`src/rtl/pq_pkg.sv`:
```
// rtl/pq_pkg.sv - shared types and helpers for the priority-queue host adapter
package pq_pkg;

  typedef enum logic {
    RUN   = 1'b0,
    DRAIN = 1'b1
  } pq_state_e;

  typedef enum logic [1:0] {
    OP_NONE = 2'd0,
    OP_ENQ  = 2'd1,
    OP_DEQ  = 2'd2,
    OP_REPL = 2'd3
  } pq_op_e;

  // Mirror counter must hold 0..QUEUE_SIZE inclusive.
  function automatic int count_width(input int queue_size);
    return $clog2(queue_size) + 1;
  endfunction

endpackage

```
`src/rtl/pq_res_reg.sv`:
```
// rtl/pq_res_reg.sv - one-entry valid/ready register holding the popped head
module pq_res_reg #(
  parameter int DATA_WIDTH = 16
) (
  input  logic                  i_CLK,
  input  logic                  i_RST,
  input  logic                  i_load,
  input  logic [DATA_WIDTH-1:0] i_data,
  input  logic                  i_ready,
  output logic                  o_valid,
  output logic [DATA_WIDTH-1:0] o_data
);

  logic                  valid_q, valid_d;
  logic [DATA_WIDTH-1:0] data_q, data_d;

  // Load wins over a same-cycle handoff so back-to-back pops stream.
  always_comb begin
    valid_d = valid_q;
    data_d  = data_q;
    if (i_load) begin
      valid_d = 1'b1;
      data_d  = i_data;
    end else if (i_ready) begin
      valid_d = 1'b0;
    end
  end

  always_ff @(posedge i_CLK) begin
    if (i_RST) begin
      valid_q <= 1'b0;
      data_q  <= '0;
    end else begin
      valid_q <= valid_d;
      data_q  <= data_d;
    end
  end

  assign o_valid = valid_q;
  assign o_data  = data_q;

endmodule

```
`src/rtl/pq_host_adapter.sv`:
```
// rtl/pq_host_adapter.sv - push/pop/result handshake adapter for the max-priority queue
module pq_host_adapter
  import pq_pkg::*;
#(
  parameter int ENQ_ENA    = 0,
  parameter int QUEUE_SIZE = 4,
  parameter int DATA_WIDTH = 16
) (
  input  logic                  i_CLK,
  input  logic                  i_RST,
  input  logic                  i_push_valid,
  output logic                  o_push_ready,
  input  logic [DATA_WIDTH-1:0] i_push_data,
  input  logic                  i_pop_valid,
  output logic                  o_pop_ready,
  output logic                  o_res_valid,
  input  logic                  i_res_ready,
  output logic [DATA_WIDTH-1:0] o_res_data,
  input  logic                  i_flush,
  output logic                  o_busy,
  output logic                  o_err_zero,
  output logic                  o_err_sync,
  output logic                  o_q_wrt,
  output logic                  o_q_read,
  output logic [DATA_WIDTH-1:0] o_q_data,
  input  logic                  i_q_full,
  input  logic                  i_q_empty,
  input  logic [DATA_WIDTH-1:0] i_q_head
);

  localparam int CW = count_width(QUEUE_SIZE);

  pq_state_e       state_q, state_d;
  pq_op_e          op;
  logic [CW-1:0]   count_q, count_d;
  logic            err_zero_q, err_zero_d;
  logic            err_sync_q, err_sync_d;
  logic            run, res_valid, res_free, res_load;
  logic            push_zero, push_ok, push_acc, push_issue, pop_acc;

  assign run       = (state_q == RUN);
  assign res_free  = !res_valid || i_res_ready;
  assign o_pop_ready = run && !i_q_empty && res_free;
  assign pop_acc   = i_pop_valid && o_pop_ready;

  // Without enqueue support a push can only land on an empty queue or ride a replace.
  assign push_zero    = (i_push_data == '0);
  assign push_ok      = run && (((ENQ_ENA != 0) ? !i_q_full : i_q_empty) || pop_acc);
  assign o_push_ready = push_zero || push_ok;
  assign push_acc     = i_push_valid && o_push_ready;
  assign push_issue   = push_acc && !push_zero;

  always_ff @(posedge i_CLK) begin
    if (i_RST) begin
      state_q <= RUN;
    end else begin
      state_q <= state_d;
    end
  end

  always_comb begin
    state_d = state_q;
    case (state_q)
      RUN:     if (i_flush)   state_d = DRAIN;
      DRAIN:   if (i_q_empty) state_d = RUN;
      default: state_d = RUN;
    endcase
  end

  always_comb begin
    op       = OP_NONE;
    res_load = 1'b0;
    case (state_q)
      RUN: begin
        if (push_issue && pop_acc) begin
          op       = OP_REPL;
          res_load = 1'b1;
        end else if (push_issue) begin
          op = (ENQ_ENA != 0) ? OP_ENQ : OP_REPL;
        end else if (pop_acc) begin
          op       = OP_DEQ;
          res_load = 1'b1;
        end
      end
      DRAIN: if (!i_q_empty) op = OP_DEQ;
      default: op = OP_NONE;
    endcase
    o_q_wrt  = (op == OP_ENQ) || (op == OP_REPL);
    o_q_read = (op == OP_DEQ) || (op == OP_REPL);
    o_q_data = o_q_wrt ? i_push_data : '0;
    o_busy   = (state_q == DRAIN);
  end

  // A replace with no accepted pop is the empty-queue insert, so it grows the count.
  always_comb begin
    count_d = count_q;
    if (state_q == DRAIN) begin
      count_d = i_q_empty ? '0 : count_q - CW'(1);
    end else begin
      case (op)
        OP_ENQ:  count_d = count_q + CW'(1);
        OP_DEQ:  count_d = count_q - CW'(1);
        OP_REPL: if (!pop_acc) count_d = count_q + CW'(1);
        default: count_d = count_q;
      endcase
    end
    err_zero_d = err_zero_q || (push_acc && push_zero);
    err_sync_d = err_sync_q
              || ((count_q == CW'(QUEUE_SIZE)) != i_q_full)
              || ((count_q == '0) != i_q_empty);
  end

  always_ff @(posedge i_CLK) begin
    if (i_RST) begin
      count_q    <= '0;
      err_zero_q <= 1'b0;
      err_sync_q <= 1'b0;
    end else begin
      count_q    <= count_d;
      err_zero_q <= err_zero_d;
      err_sync_q <= err_sync_d;
    end
  end

  assign o_err_zero = err_zero_q;
  assign o_err_sync = err_sync_q;

  pq_res_reg #(
    .DATA_WIDTH(DATA_WIDTH)
  ) u_res_reg (
    .i_CLK   (i_CLK),
    .i_RST   (i_RST),
    .i_load  (res_load),
    .i_data  (i_q_head),
    .i_ready (i_res_ready),
    .o_valid (res_valid),
    .o_data  (o_res_data)
  );

  assign o_res_valid = res_valid;

endmodule

```
`config.mk`:
```
export PLATFORM = sky130hd
export DESIGN_NAME = pq_host_adapter
export DESIGN_NICKNAME = d
export VERILOG_FILES = /design/src/rtl/pq_pkg.sv /design/src/rtl/pq_res_reg.sv /design/src/rtl/pq_host_adapter.sv
export SDC_FILE = /design/constraint.sdc
export NUM_CORES = 1
export LEC_CHECK = 0
export ABC_AREA = 1
export CORE_MARGIN = 2
export CORE_UTILIZATION = 32
export CTS_CLUSTER_SIZE = 20
export DETAILED_ROUTE_END_ITERATION = 12
export GPL_TIMING_DRIVEN = 0
export PLACE_DENSITY = 0.78
export SYNTH_ARGS = -nofsm -noshare
export SYNTH_HDL_FRONTEND = slang
export SYNTH_SLANG_ARGS = --single-unit
```
`constraint.sdc`:
```
create_clock -name i_CLK -period 1.75 [get_ports i_CLK]
set_input_delay 0.4375 -clock i_CLK [delete_from_list [all_inputs] [get_ports i_CLK]]
set_output_delay 0.4375 -clock i_CLK [all_outputs]
set_load 0.05 [all_outputs]
```
==> results by group <==
Finish
  • Antenna diode count: 0
  • Finished Cell Area: 0.00250 sq mm
  • Finished Core Util: 0.682
  • Fin nets: 331
  • Synthesis-to-finish area growth: 105%
  • Layout cells sized above 1: 0.373
  • Fillers: 310

Timing
  • Layout Skew: approximately 0.0075 ns
  • Unrepaired setup endpoints after global routing: true
  • Slew @ Worst Pin: 0.508 ns
  • Final worst-path setup slack: -0.318 ns
  • Pins Over Slew Limit: 0
  • Fmax: 483 MHz
  • Crit share post-route: 1.18
  • Final Hold Vio Count: 0
  • Relative max-transition margin: 0.663
  • Setup tns final: -5.27 ns
  • Setup Viol. Count Final: 19
  • Crit path time final: 2.07 ns

Worst setup path
  • R2R Path Start: o_busy$_SDFF_PP0_
  • CP startpoint kind: flop
  • Worst setup path class: flop to primary output
  • Worst Setup End Kind: primary output
  • Arrival time of the worst setup path: around 1.6 ns
  • Worst-path maximum fanout: 5
  • Crit path required time: 1.31 ns
  • Worst setup path start: o_busy$_SDFF_PP0_

Drt
  • Drt via density: approximately 4.6
  • Routed vias: about 1,500
  • Total wire length: 4.11 mm
  • First DRT Iteration DRCs: 40
  • Drt drc: 0
  • Pre-Repair DR Iteration Count: 4
  • Mean routed wirelength per cell: 12.3 um
  • ANT nets after route: 0

GRT
  • Number of antenna violations at the first check in global routing: 0
  • Vias in the first global route: 1,437
  • Gr ovfl total: 0
  • Pin count of the biggest net entering global routing: 13
  • Overall Global Routing Usage: 0.186
  • First-pass GRT wire length: ~6.4 mm

Clock tree
  • Clock-pin slew on the worst setup and hold paths: 0.08 ns
  • TritonCTS clock tree: built
  • Num CTS Buffers: 3
  • CTS Root Cell: clkbuf_8
  • Clock Path Buffers: 2
  • Clk sink count: 23
  • Clk_lat worst skew: 0.26 ns
  • H-tree Lvls: 1

Run status
  • Failing checks: setup timing
  • Outcome: complete, but fails checks

Floorplan
  • Die width: approximately 66 um
  • Area of the die: 0.00433 sq mm
  • Initial core utilization: 0.334
  • Core footprint: 0.00366 sq mm
  • Total I/O pin count: 80
  • Die Ht: 65.8 um
  • # rows: 22

Placement
  • Post-DP Area: about 0.0022 sq mm
  • Global placement routability congestion: 0.823
  • Port Buffers: 79
  • Dpl hpwl: 2.66 mm

Logic synthesis
  • Register area share after synthesis: 0.377
  • Avg Inst Size Synth: 6.46 sq um
  • Post-synthesis net count: 232
  • Synth Warn #: 0
  • Cells after Synth: approximately 190
  • Flops & latches, synth: 23
  • Synth unique cells: 21
  • Synthesized cell area: 0.00122 sq mm

Job
  • Max-cap viol count: 0

Hold path
  • Min-delay worst type: flop to flop
  • Min-delay src: o_err_zero$_SDFF_PP0_

Power and ir drop
  • Pleak: 1.18 nW
  • IR Drop Worst-Case VDD: 0.000524 V
  • Power density of the placed cells: around 640 mW/mm^2
  • Pwr Total: 0.00159 W
## path summary, 6_finish.rpt
kind | slack (ns) | end | cells after the start
setup / recovery | -0.32 | o_q_data[7] | 8
hold reg to reg | 0.45 | o_err_zero$_SDFF_PP0_ | 2
hold / removal | 0.45 | o_err_zero$_SDFF_PP0_ | 2
setup reg to reg | 0.13 | count_q[0]$_SDFFE_PP0P_ | 9
## kinds of logic after synthesis
group	count (synthesis)	share of synthesized area
adder cells (fa/ha/maj)	3	0.0307
flip-flops	23	0.377
AO/OA/AOI/OAI	29	0.130
buffers and inverters	39	0.130
AND/OR/NAND/NOR	93	0.318
XOR/XNOR	2	0.0143
## sequential cells by signal, indices dropped and copies added (netlist names)
signal	count
o_err_zero	1
o_busy	1
u_res_reg.o_data	16
count_q	3
u_res_reg.o_valid	1
o_err_sync	1
## cell type report
cell class	instances	area (sq um)	area share
timing repair buffer	94	913	0.366
multi-input combinational	127	832	0.333
inverter	32	124	0.0496
clock buffer	4	45.0	0.0180
sequential	23	465	0.186
buffer	7	57.6	0.0230
tap	48	60.1	0.0240
## per-stage QoR
step                      hold WS (ns)  setup WS [ns]  instances
after detailed placement         0.441          -1.52        316
after global placement           0.438          -1.53        316
after floorplan                  0.485         -0.214        189
after global routing             0.463         -0.405        335
final                            0.446         -0.318        335
after CTS                        0.449         -0.305        331
## per-layer routing
| metal | routed length (um) | vias up | share of wire | track usage |
|---|---|---|---|---|
| li1 | - | 774 | - | - |
| met3 | 308 | 6 | 0.075 | 0.0443 |
| met4 | 45 | 0 | 0.011 | 0.0313 |
| met5 | 0 | - | 0 | 0 |
| met1 | 1620 | 680 | 0.39 | 0.225 |
| met2 | 2140 | 69 | 0.52 | 0.338 |
## power breakdown
part           switching, W  internal [W]  leakage [nW]
logic              0.000413      0.000283         0.970
clock network      0.000152      0.000162        0.0228
registers         0.0000237      0.000556         0.189
## Yosys cell counts
master / n / area share
buf_2: 4 / 0.016
nand2_1: 48 / 0.15
nor2_2: 2 / 0.010
ha_1: 3 / 0.031
o22ai_1: 1 / 0.0051
a21oi_1: 22 / 0.090
nand3_2: 3 / 0.025
a21oi_2: 2 / 0.014
clkbuf_1: 2 / 0.0061
o21ai_2: 1 / 0.0072
a31oi_1: 1 / 0.0051
and3_1: 1 / 0.0051
dfxtp_1: 23 / 0.38
xnor2_1: 2 / 0.014
inv_1: 32 / 0.098
nor2_1: 31 / 0.095
nand4_1: 2 / 0.010
buf_6: 1 / 0.0092
o21ai_0: 2 / 0.0082
nor3_1: 1 / 0.0041
nand3_1: 5 / 0.020
## placed cells by master (no fill, tap or decap), drive strengths merged
cell type / Yosys / layout
nor3: 1 / 1
xnor2: 2 / 2
buf: 5 / 44
clkinvlp: 0 / 1
clkdlybuf4s15: 0 / 2
nand4: 2 / 2
o22ai: 1 / 1
a31oi: 1 / 1
nand2: 48 / 48
and3: 1 / 1
nor2: 33 / 33
o21ai: 3 / 3
ha: 3 / 3
a21oi: 24 / 24
inv: 32 / 31
dlygate4sd2: 0 / 21
clkbuf: 2 / 19
nand3: 8 / 8
dfxtp: 23 / 23
clkdlybuf4s50: 0 / 19
## what timing repair did
action                     4_1_cts  5_1_grt
setup buffers                   10        4
hold buffers                     0        0
gates resized for setup        235       35
pin swaps                       20       13
setup endpoints to repair       49       22
cloned                           1        0
## worst max-delay path, cell delays in order, from the launching register on
cell and delay [ns]:
dfxtp_4 0.37, nor2_4 0.09, nand3_4 0.09, a21oi_4 0.17
nand3_4 0.10, buf_8 0.15, buf_12 0.14, nor2_4 0.11
buf_8 0.15
Note: power is estimated with default switching activity, not from simulation.
